==> src/rtl/vec_pkg.sv <==
// Shared types and memory map for the vector unit RUN sequencer.
// Word memory: A at 1..16, B at 17..32, result nibbles at 33/34.
package vec_pkg;

    localparam int WORD_BITS = 4;
    localparam int MAX_LEN   = 16;
    localparam int ADDR_BITS = 6;
    localparam int LEN_BITS  = 5;
    localparam int ACC_BITS  = 8;

    localparam logic [ADDR_BITS-1:0] INSTRUCT_OFFSET = 6'd0;
    localparam logic [ADDR_BITS-1:0] A_BASE          = 6'd1;
    localparam logic [ADDR_BITS-1:0] B_BASE          = 6'd17;
    localparam logic [ADDR_BITS-1:0] OUT_BASE        = 6'd33;

    localparam logic [1:0] OP_DOT     = 2'd0;
    localparam logic [1:0] OP_SUM     = 2'd1;
    localparam logic [1:0] OP_HAMM    = 2'd2;
    localparam logic [1:0] OP_ILLEGAL = 2'd3;

    localparam logic [1:0] STATUS_IDLE = 2'd0;
    localparam logic [1:0] STATUS_BUSY = 2'd1;
    localparam logic [1:0] STATUS_DONE = 2'd2;
    localparam logic [1:0] STATUS_ERR  = 2'd3;

    typedef enum logic [2:0] {
        S_IDLE  = 3'd0,
        S_RUN   = 3'd1,
        S_DRAIN = 3'd2,
        S_WR_LO = 3'd3,
        S_WR_HI = 3'd4,
        S_DONE  = 3'd5,
        S_ERR   = 3'd6
    } state_e;

    function automatic logic [1:0] status_of(input state_e s);
        case (s)
            S_IDLE:  return STATUS_IDLE;
            S_DONE:  return STATUS_DONE;
            S_ERR:   return STATUS_ERR;
            default: return STATUS_BUSY;
        endcase
    endfunction

endpackage

==> src/rtl/vec_reduce_alu.sv <==
// Combinational per-element reduction term f(a,b,op), zero-extended to 8 bits.
module vec_reduce_alu
    import vec_pkg::*;
(
    input  logic [WORD_BITS-1:0] a,
    input  logic [WORD_BITS-1:0] b,
    input  logic [1:0]           op,
    output logic [ACC_BITS-1:0]  f
);

    always_comb begin
        f = '0;
        case (op)
            OP_DOT:  f = {4'b0, a} * {4'b0, b};
            OP_SUM:  f = {4'b0, a} + {4'b0, b};
            OP_HAMM: f = {7'b0, (a != b)};
            default: f = '0;
        endcase
    end

endmodule

==> src/rtl/vector_run_sequencer.sv <==
// RUN opcode sequencer: streams A/B element pairs through the reduce ALU into an
// 8-bit accumulator, then writes the result as two nibbles at OUT_BASE/OUT_BASE+1.
module vector_run_sequencer
    import vec_pkg::*;
(
    input  logic                 clk,
    input  logic                 rst,
    input  logic                 start,
    input  logic [3:0]           instr,
    input  logic [LEN_BITS-1:0]  len,
    output logic                 mem_req,
    input  logic                 mem_gnt,
    output logic [ADDR_BITS-1:0] rd_addr_a,
    output logic [ADDR_BITS-1:0] rd_addr_b,
    input  logic [WORD_BITS-1:0] rd_data_a,
    input  logic [WORD_BITS-1:0] rd_data_b,
    output logic                 wr_en,
    output logic [ADDR_BITS-1:0] wr_addr,
    output logic [WORD_BITS-1:0] wr_data,
    output logic [1:0]           status,
    output logic [ACC_BITS-1:0]  result,
    output state_e               dbg_state
);

    // Handshake: a memory access takes place in exactly the cycles where
    // mem_req && mem_gnt; read data returns on rd_data_* one cycle later.

    state_e               state_q, state_d;
    logic [LEN_BITS-1:0]  idx_q, idx_d;
    logic [LEN_BITS-1:0]  len_q, len_d;
    logic [1:0]           op_q, op_d;
    logic [ACC_BITS-1:0]  acc_q, acc_d;
    logic                 rd_valid_q, rd_valid_d;
    logic [ACC_BITS-1:0]  f_val;
    logic                 can_start;

    vec_reduce_alu u_alu (
        .a  (rd_data_a),
        .b  (rd_data_b),
        .op (op_q),
        .f  (f_val)
    );

    always_ff @(posedge clk) begin
        if (rst) begin
            state_q    <= S_IDLE;
            idx_q      <= '0;
            len_q      <= '0;
            op_q       <= OP_DOT;
            acc_q      <= '0;
            rd_valid_q <= 1'b0;
        end else begin
            state_q    <= state_d;
            idx_q      <= idx_d;
            len_q      <= len_d;
            op_q       <= op_d;
            acc_q      <= acc_d;
            rd_valid_q <= rd_valid_d;
        end
    end

    assign can_start = start && (state_q == S_IDLE || state_q == S_DONE || state_q == S_ERR);

    always_comb begin
        state_d    = state_q;
        idx_d      = idx_q;
        len_d      = len_q;
        op_d       = op_q;
        acc_d      = acc_q;
        rd_valid_d = (state_q == S_RUN) && mem_gnt;
        if (rd_valid_q) begin
            acc_d = acc_q + f_val;
        end
        case (state_q)
            S_IDLE, S_DONE, S_ERR: begin
                if (can_start) begin
                    if (instr[1:0] == OP_ILLEGAL || len > LEN_BITS'(MAX_LEN)) begin
                        state_d = S_ERR;
                    end else begin
                        acc_d   = '0;
                        idx_d   = '0;
                        len_d   = len;
                        op_d    = instr[1:0];
                        state_d = (len == '0) ? S_WR_LO : S_RUN;
                    end
                end
            end
            S_RUN: begin
                if (mem_gnt) begin
                    idx_d = idx_q + 1'b1;
                    if (idx_q == len_q - 1'b1) begin
                        state_d = S_DRAIN;
                    end
                end
            end
            // The last granted read lands during DRAIN and is folded in here.
            S_DRAIN: state_d = S_WR_LO;
            S_WR_LO: if (mem_gnt) state_d = S_WR_HI;
            S_WR_HI: if (mem_gnt) state_d = S_DONE;
            default: state_d = S_IDLE;
        endcase
    end

    always_comb begin
        mem_req   = 1'b0;
        rd_addr_a = '0;
        rd_addr_b = '0;
        wr_en     = 1'b0;
        wr_addr   = '0;
        wr_data   = '0;
        case (state_q)
            S_RUN: begin
                mem_req   = 1'b1;
                rd_addr_a = A_BASE + {1'b0, idx_q};
                rd_addr_b = B_BASE + {1'b0, idx_q};
            end
            S_WR_LO: begin
                mem_req = 1'b1;
                wr_en   = 1'b1;
                wr_addr = OUT_BASE;
                wr_data = acc_q[3:0];
            end
            S_WR_HI: begin
                mem_req = 1'b1;
                wr_en   = 1'b1;
                wr_addr = OUT_BASE + 6'd1;
                wr_data = acc_q[7:4];
            end
            default: ;
        endcase
    end

    assign status    = status_of(state_q);
    assign result    = acc_q;
    assign dbg_state = state_q;

endmodule
==> config.mk <==
export PLATFORM = sky130hd
export DESIGN_NAME = vector_run_sequencer
export DESIGN_NICKNAME = d
export VERILOG_FILES = /design/src/rtl/vec_pkg.sv /design/src/rtl/vec_reduce_alu.sv /design/src/rtl/vector_run_sequencer.sv
export SDC_FILE = /design/constraint.sdc
export NUM_CORES = 1
export LEC_CHECK = 0
export CORE_ASPECT_RATIO = 0.8
export CORE_MARGIN = 5
export CORE_UTILIZATION = 50
export CTS_CLUSTER_DIAMETER = 80
export DETAILED_ROUTE_END_ITERATION = 6
export DONT_BUFFER_PORTS = 1
export PLACE_DENSITY_LB_ADDON = 0.25
export SLEW_MARGIN = 40
export SYNTH_ARGS = -nofsm -noshare
export SYNTH_HDL_FRONTEND = slang
export SYNTH_SLANG_ARGS = --single-unit
==> constraint.sdc <==
create_clock -name clk -period 5.84 [get_ports clk]
set_clock_uncertainty 0.2 [all_clocks]
set_input_delay 1.46 -clock clk [delete_from_list [all_inputs] [get_ports clk]]
set_output_delay 1.46 -clock clk [all_outputs]
set_load 0.01 [all_outputs]
==> flow_summary_export.csv, run 1 <==
group,metric,value,unit
final_layout,fillerInstances,481,
setup_path,worst-path-max-fanout,4,
floorplanning,row_count,23,
power_and_ir_drop,p_comb_share,51.5,%
place,finalWeightedCongestion,0.835,
sta,hold_viol_final,0,
power_and_ir_drop,leakagePower,1.07,nW
cts,clk_transition_reported_paths,0.09,ns
setup_path,end_kind,"register",
cts,cts_resized,0,
sta,fmaxAchievable,197,MHz
power_and_ir_drop,vdd_drop_max,0.216,mV
synth,netlist.area_leader.share,19.4,%
setup_path,timing.critical_path.mode_cell,"fa_1",
power_and_ir_drop,p_int,402,uW
grt,grt_max_degree,19,
synth,syn-cell-area,2480,um2
final_layout,final_cells,353,
routing,route.final.wire_length,5.39,mm
setup_path,critical_path.n_buffers_inverters,1,
power_and_ir_drop,switching_share,46.1,%
synth,synth_enable_flop_cells,0,
final_layout,nNetsFinal,344,
cts,postCtsSetupRepairBufs,0,
setup_path,critPathSlowestCell,"fa_1",
final_layout,drive_above_1_share,5.84,%
setup_path,worst_ep_required_time,5.86,ns
sta,worst_hold_slack,0.293,ns
sta,finalSetupViolations,0,
cts,max-clock-path-buffers,2,
place,place.port_buffers,0,
sta,worst_slew_margin_rel,56.9,%
job,max_cap_violations,0,
synth,ys_warn_count,0,
floorplanning,die_width,88.8,um
synth,syn-mean-instance-area,8.16,um2
floorplanning,die_height,73.0,um
grt,globalRouteOverflowTotal,0,
synth,synthArstFlopShare,0,%
power_and_ir_drop,power.density,297,nW/um2
cts,clkSinkCount,24,
setup_path,critPathKind,"in -> reg",
routing,detailedRoute.firstPassIterationCount,4,
floorplanning,die_area,6480,um2
routing,initialDrtViolationCount,71,
final_layout,multi_input_area,1840,um2
final_layout,ff_latch_area,480,um2
hold_path,holdCritPathClass,"reg -> reg",
setup_path,critical_path.top_delay_family,"adder cells",
synth,post_synth_num_cell_types,60,
floorplanning,num_io_pins,58,
synth,cell_type_contributing_the_most_total_cell_area_after_synthesis,"dfxtp_1",
setup_path,worst_setup_path_start_kind,"primary input",
grt,antenna_found_initial,0,
cts,cts.htree.levels,1,
synth,ys_seq_elements,24,
routing,dr_total_vias,2018,
power_and_ir_drop,power_frac_seq,33.1,%
final_layout,areaGrowthSynthToFinish,1.21,%
grt,grt_first_pass_wirelength,9.12,mm
cts,cts_root_buf,"clkbuf_8",
cts,tritoncts,"yes",
sta,maxSlewViolCount,0,
grt,via_count_of_the_first_global_routing_pass,1907,
routing,routedWlPerCell,15.3,um
status,run_status,"finished clean",
cts,clock_latency,0.27,ns
routing,post-route-drc-count,0,
routing,ant_nets,0,
sta,final.period_utilization,86.7,%
synth,syn_inst,304,
synth,yosys-top-cells-area,"dfxtp_1 19%, ha_1 13%, fa_1 4.8%",
synth,synth-main-ff-cell,"dfxtp_1",
floorplanning,design.core.area,4920,um2
sta,finalSetupTns,0,ns
power_and_ir_drop,power.switching,343,uW
routing,drt-vias-per-instance,5.72,
sta,least_margin_pin_slew,0.641,ns
setup_path,critPathArrivalTime,5.08,ns
place,place.detailed.instances,349,
synth,synth.yosys.seq_area_share,19.4,%
setup_path,crit_chain,"nand2_1, fa_1, inv_1, fa_1, fa_1, xor2_1, nor2_1, a311oi_1, ha_1, o21ai_0, a21boi_0, o21ai_0, nor2b_1, a211o_1, nand2_1",
power_and_ir_drop,clockPowerShare,15.4,%
sta,final.min_clock_period,5.07,ns
cts,cts_hold_buf,0,
final_layout,antennaDiodeCount,0,
floorplanning,floorplan.initialDensity,50.4,%
grt,global_route.usage.total,17.5,%
setup_path,cpPeakStageDelay,0.54,ns
cts,tritoncts.num_buffers,3,
sta,unrepaired_setup_endpoints_after_global_routing,"false",
place,dp_hpwl,4.30,mm
through the flow:
step	cell area [um2]	setup slack, ns	power [mW]	util [%]
5_1_grt	2510	0.533	0.813	51.0
4_1_cts	2510	0.787	0.751	51.0
2_1_floorplan	2490	0.815	0.583	-
6_report	2510	0.774	0.745	51.0
3_3_place_gp	2460	0.587	0.626	49.9
3_5_place_dp	2460	0.505	0.633	49.9
cells by family (layout without fill, tap and decap cells):
family | count (synthesis) | after routing | synth area share, %
AOI/OAI and AO/OA | 82 | 82 | 23.9
other | 1 | 3 | 0.151
and+or+nand+nor | 102 | 102 | 21.2
DFF | 24 | 24 | 19.4
adders and majority gates | 31 | 31 | 17.4
muxes | 12 | 12 | 4.84
buffers and inverters | 34 | 19 | 6.71
xor gates and xnor gates | 18 | 18 | 6.35
cells in the mapped netlist (7+ instances only):
| library cell | instances |
|---|---|
| a21oi_1 | 16 |
| ha_1 | 25 |
| xnor2_1 | 10 |
| clkbuf_1 | 7 |
| mux2i_1 | 12 |
| and2_1 | 15 |
| xor2_1 | 8 |
| nand2_1 | 16 |
| o21ai_0 | 20 |
| inv_1 | 14 |
| nor2_1 | 32 |
| buf_4 | 8 |
| dfxtp_1 | 24 |
worst reg2reg max path: cells and delay by family (launching register included):
kind	cells	cell delay (ns)
AOI/OAI and AO/OA	6	1.00
adders and majority gates	2	0.66
DFF	1	0.43
and+or+nand+nor	2	0.39
placed cells by master (no fill, tap or decap), types with 3 or more instances in the layout:
master    count
a211oi_1      6
a21o_1        6
a21oi_1      16
a22o_1        4
and2_1       15
and3_1        3
clkbuf_8      4
conb_1        3
dfxtp_1      24
fa_1          6
ha_1         25
inv_1        14
mux2i_1      12
nand2_1      16
nand3_1       5
nor2_1       32
nor2b_1       6
nor3_1        6
nor4_1        3
o211ai_1      3
o21a_1        3
o21ai_0      20
xnor2_1      10
xor2_1        8
power groups by stage:
| stage | sequential, mW | clock, mW | combinational [mW] |
|---|---|---|---|
| final | 0.247 | 0.115 | 0.383 |
| after CTS | 0.246 | 0.120 | 0.385 |
| after floorplan | 0.214 | 0 | 0.368 |
| after detailed placement | 0.250 | 0 | 0.383 |
| after global routing | 0.254 | 0.127 | 0.433 |
| after global placement | 0.249 | 0 | 0.377 |
final cells by class:
type | count | area share, %
Sequential cell | 24 | 19.1
Multi-Input combinational cell | 248 | 73.3
Tap cell | 62 | 3.09
Clock buffer | 4 | 2.19
Inverter | 15 | 2.24
metal layers:
layer / vias to the layer above / wire [um] / GRT usage (%)
met5: - / 0 / 0
met4: 0 / 8 / 1.51
met3: 2 / 331 / 3.72
met2: 50 / 2170 / 25.1
met1: 914 / 2880 / 27.4
li1: 1052 / - / -
registers in the layout (all words and copies together), names as in the netlist:
signal	count
result	8
idx_q	5
op_q	2
len_q	5
dbg_state	3
rd_valid_q	1
path summary, 6_finish.rpt:
path                                               to  slack [ns]  cells past startpoint                   from
worst min register to register  len_q[4]$_SDFFE_PP0P_        0.29                      2  len_q[4]$_SDFFE_PP0P_
worst min-delay path            len_q[4]$_SDFFE_PP0P_        0.29                      2  len_q[4]$_SDFFE_PP0P_
worst max register to register   result[6]$_SDFF_PP0_        3.04                     10   op_q[0]$_SDFFE_PP0P_
worst max-delay path             result[7]$_SDFF_PP0_        0.77                     15           rd_data_a[0]
No activity file was read; power rests on OpenSTA's default activity.
==> inputs of run 2 (changes only) <==
CORE_UTILIZATION = 65   (was 50)
==> flow_summary_export.csv, run 2 (synthesis results as in run 1) <==
group,metric,value,unit
power_and_ir_drop,power,773,uW
routing,ant_nets,0,
place,place.port_buffers,0,
job,max_cap_violations,0,
setup_path,critPathKind,"in -> reg",
routing,detailedRoute.firstPassIterationCount,4,
sta,worst_slew_margin_rel,58.3,%
cts,cts.htree.levels,1,
cts,max-clock-path-buffers,2,
sta,hold_viol_final,0,
final_layout,final_core_util,66.7,%
setup_path,worst_setup_path_start_kind,"primary input",
final_layout,nNetsFinal,344,
cts,clkSinkCount,24,
cts,clock_latency,0.27,ns
final_layout,fillerInstances,301,
cts,cts_resized,0,
final_layout,layout.cells.most_common_list,"32 x nor2_1, 25 x ha_1, 24 x dfxtp_1",
setup_path,critPathArrivalTime,5.18,ns
floorplanning,design.core.area,3750,um2
cts,cts_root_buf,"clkbuf_8",
place,finalWeightedCongestion,0.882,
sta,fmaxAchievable,194,MHz
routing,drt-vias-per-instance,6.07,
setup_path,worst_ep_required_time,5.86,ns
routing,routedWlPerCell,15.4,um
sta,finalSetupViolations,0,
floorplanning,row_count,20,
routing,post-route-drc-count,0,
final_layout,antennaDiodeCount,0,
grt,global_route.usage.total,20.8,%
final_layout,drive_above_1_share,5.84,%
cts,tritoncts.num_buffers,3,
place,dp_hpwl,4.11,mm
floorplanning,die_width,79.1,um
grt,antenna_found_initial,0,
setup_path,timing.reg2reg.setup_slack,3.01,ns
power_and_ir_drop,leakagePower,1.07,nW
status,run_status,"finished clean",
setup_path,worst-path-max-fanout,4,
final_layout,layout_commonest_cell,"nor2_1",
final_layout,areaGrowthSynthToFinish,0.958,%
floorplanning,floorplan.initialDensity,66.1,%
sta,least_margin_pin_slew,0.620,ns
floorplanning,die_area,5160,um2
floorplanning,num_io_pins,58,
power_and_ir_drop,vdd_drop_max,0.151,mV
setup_path,end_kind,"register",
routing,dr_total_vias,2035,
grt,via_count_of_the_first_global_routing_pass,1931,
grt,globalRouteOverflowTotal,0,
sta,unrepaired_setup_endpoints_after_global_routing,"false",
cts,tritoncts,"yes",
cts,postCtsSetupRepairBufs,0,
sta,final.min_clock_period,5.16,ns
floorplanning,die_height,65.3,um
routing,initialDrtViolationCount,75,
routing,route.final.wire_length,5.15,mm
sta,final.period_utilization,88.4,%
power_and_ir_drop,power.density,309,nW/um2
hold_path,holdCritPathClass,"reg -> reg",
grt,grt_first_pass_wirelength,8.79,mm
final_layout,largest_reg_flops,8,
sta,maxSlewViolCount,0,
sta,finalSetupTns,0,ns
cts,cts_hold_buf,0,
grt,grt_max_degree,19,
cts,clk_transition_reported_paths,0.09,ns
==> run 2: changes by cell type in the layout (fill, tap and decap cells not counted) <==
cell,previous run,this run
bufinv_16,0,1
clkbuf_8,4,3
==> run 2: path summary, 6_finish.rpt <==
| path | startpoint | to | cells past startpoint |
|---|---|---|---|
| worst max-delay path | rd_data_a[0] | result[7]$_SDFF_PP0_ | 15 |
| worst min-delay path | len_q[4]$_SDFFE_PP0P_ | len_q[4]$_SDFFE_PP0P_ | 2 |
| worst max register to register | op_q[0]$_SDFFE_PP0P_ | result[6]$_SDFF_PP0_ | 10 |
| worst min register to register | len_q[4]$_SDFFE_PP0P_ | len_q[4]$_SDFFE_PP0P_ | 2 |
==> run 2: area by class of cell <==
type	instances	area, um2	area share (%)
clock inverters	1	30.0	1.20
clock buffers	3	41.3	1.65
multi-input cells	248	1840	73.5
well taps	44	55.1	2.20
inverters	15	56.3	2.25
flip-flops and latches	24	480	19.2
==> run 2: metal layers <==
layer | track usage, % | share of wire [%] | vias to the layer above | wire length [um]
met5 | 0 | 0 | - | 0
met4 | 1.93 | 0.16 | 0 | 8
met3 | 4.66 | 5.4 | 2 | 279
met2 | 33.9 | 42 | 50 | 2190
met1 | 29.1 | 52 | 938 | 2680
li1 | - | - | 1045 | -
==> run 2: power by group <==
group          total, mW  internal (mW)  switching, mW
Sequential         0.245          0.184         0.0609
Combinational      0.382          0.157          0.225
Clock              0.146         0.0917         0.0547
==> run 2: through the flow <==
stage / cells / worst slack, ns / hold WS, ns / area [um2]
2_1_floorplan: 306 / 0.815 / 0.266 / 2490
3_3_place_gp: 331 / 0.590 / 0.272 / 2430
3_5_place_dp: 331 / 0.421 / 0.279 / 2430
4_1_cts: 335 / 0.692 / 0.292 / 2500
5_1_grt: 335 / 0.360 / 0.337 / 2500
6_report: 335 / 0.679 / 0.293 / 2500
==> run 2: worst max-delay path: stages <==
cell,delay (ns)
nand2_1,0.06
fa_1,0.55
inv_1,0.06
fa_1,0.54
fa_1,0.48
xor2_1,0.17
nor2_1,0.06
a311oi_1,0.38
ha_1,0.35
o21ai_0,0.15
a21boi_0,0.09
o21ai_0,0.37
nor2b_1,0.09
a211o_1,0.30
nand2_1,0.06
==> inputs of run 3 (changes only) <==
CORE_MARGIN = 4   (was 5)
CORE_UTILIZATION = 66   (was 65)
CTS_BUF_LIST = sky130_fd_sc_hd__clkbuf_4 sky130_fd_sc_hd__clkbuf_8   (was unset)
==> flow_summary_export.csv, run 3 (synthesis results as in run 1) <==
group,metric,value,unit
setup_path,worst-path-max-fanout,4,
floorplanning,num_io_pins,58,
power_and_ir_drop,vdd_drop_max,0.148,mV
routing,post-route-drc-count,0,
cts,tritoncts,"yes",
cts,max-clock-path-buffers,2,
floorplanning,design.core.area,3520,um2
sta,maxSlewViolCount,0,
cts,cts_resized,0,
routing,dr_total_vias,2110,
place,place.detailed.instances,329,
sta,finalSetupTns,0,ns
sta,worst_slew_margin_rel,58.1,%
sta,unrepaired_setup_endpoints_after_global_routing,"false",
routing,initialDrtViolationCount,95,
routing,drt-vias-per-instance,6.34,
setup_path,worst_ep_required_time,5.86,ns
sta,fmaxAchievable,196,MHz
setup_path,critPathSlowestCell,"fa_1",
setup_path,cpPeakStageDelay,0.54,ns
cts,postCtsSetupRepairBufs,0,
routing,detailedRoute.firstPassIterationCount,4,
final_layout,layout.cells.most_common_list,"32 x nor2_1, 25 x ha_1, 24 x dfxtp_1",
final_layout,largest_reg_flops,8,
cts,tritoncts.num_buffers,3,
cts,clk_transition_reported_paths,0.09,ns
setup_path,crit_chain,"nand2_1, fa_1, inv_1, fa_1, fa_1, xor2_1, nor2_1, a311oi_1, ha_1, o21ai_0, a21boi_0, o21ai_0, nor2b_1, a211o_1, nand2_1",
power_and_ir_drop,power.density,312,nW/um2
grt,grt_first_pass_wirelength,9.43,mm
sta,least_margin_pin_slew,0.624,ns
setup_path,critPathArrivalTime,5.12,ns
setup_path,timing.critical_path.mode_cell,"fa_1",
place,finalWeightedCongestion,0.849,
setup_path,critPathKind,"in -> reg",
final_layout,areaGrowthSynthToFinish,0.857,%
routing,route.final.wire_length,5.39,mm
floorplanning,die_height,62.8,um
grt,globalRouteOverflowTotal,0,
status,run_status,"finished clean",
place,place.port_buffers,0,
grt,global_route.usage.total,23.1,%
cts,clkSinkCount,24,
final_layout,fillerInstances,310,
job,max_cap_violations,0,
setup_path,worst_setup_path_start_kind,"primary input",
floorplanning,floorplan.initialDensity,70.5,%
sta,final.period_utilization,87.3,%
final_layout,drive_above_1_share,5.84,%
cts,cts_hold_buf,0,
cts,cts.htree.levels,1,
sta,hold_viol_final,0,
power_and_ir_drop,leakagePower,1.07,nW
setup_path,end_kind,"register",
final_layout,nNetsFinal,344,
place,dp_hpwl,4.35,mm
sta,final.min_clock_period,5.10,ns
routing,routedWlPerCell,16.2,um
grt,grt_max_degree,19,
cts,cts_root_buf,"clkbuf_8",
final_layout,antennaDiodeCount,0,
cts,clock_latency,0.27,ns
grt,via_count_of_the_first_global_routing_pass,2062,
hold_path,holdCritPathClass,"reg -> reg",
final_layout,final_cells,333,
routing,ant_nets,0,
floorplanning,die_area,4810,um2
floorplanning,die_width,76.6,um
final_layout,layout_commonest_cell,"nor2_1",
sta,finalSetupViolations,0,
grt,antenna_found_initial,0,
floorplanning,row_count,19,
run 3: cell counts in the layout (fill, tap and decap cells not counted):
Identical to the previous run, type by type.
run 3: worst paths after layout:
check | slack, ns | depth (start not counted) | start | to
worst max-delay path | 0.74 | 15 | rd_data_a[0] | result[7]$_SDFF_PP0_
worst min-delay path | 0.30 | 2 | len_q[4]$_SDFFE_PP0P_ | len_q[4]$_SDFFE_PP0P_
worst max register to register | 3.02 | 10 | op_q[0]$_SDFFE_PP0P_ | result[6]$_SDFF_PP0_
worst min register to register | 0.30 | 2 | len_q[4]$_SDFFE_PP0P_ | len_q[4]$_SDFFE_PP0P_
run 3: critical path, delay by kind of cell:
family | cells | cell delay [ns]
AO/OA/AOI/OAI | 5 | 1.33
adder cells (fa/ha/maj) | 4 | 1.89
AND/OR/NAND/NOR | 4 | 0.26
XOR/XNOR | 1 | 0.14
buffers and inverters | 1 | 0.06
run 3: routing by layer:
metal	vias up	GRT usage [%]	part of all wire (%)
met5	-	0	0
met4	0	5.66	0.82
met3	6	6.34	7.4
met2	68	36.8	45
met1	994	30.9	47
li1	1042	-	-
run 3: per-stage QoR:
stage | hold slack [ns] | power (mW) | setup slack [ns] | cell area [um2] | utilization [%]
after CTS | 0.298 | 0.784 | 0.779 | 2500 | 71.1
after global routing | 0.328 | 0.845 | 0.525 | 2500 | 71.1
after global placement | 0.269 | 0.620 | 0.607 | 2430 | 69.1
after detailed placement | 0.283 | 0.635 | 0.501 | 2430 | 69.1
after floorplan | 0.266 | 0.583 | 0.815 | 2490 | -
final | 0.303 | 0.780 | 0.741 | 2500 | 71.1
run 3: cell type report:
type	instances	area [um2]	share of cell area [%]
well taps	42	52.6	2.10
clock buffers	3	41.3	1.65
multi-input cells	248	1840	73.6
clock inverters	1	30.0	1.20
inverters	15	56.3	2.25
flip-flops and latches	24	480	19.2
run 3: report_power, final:
part	internal (mW)	switching (mW)	total, mW
clock	0.0916	0.0548	0.146
sequential	0.184	0.0615	0.245
combinational	0.158	0.231	0.388
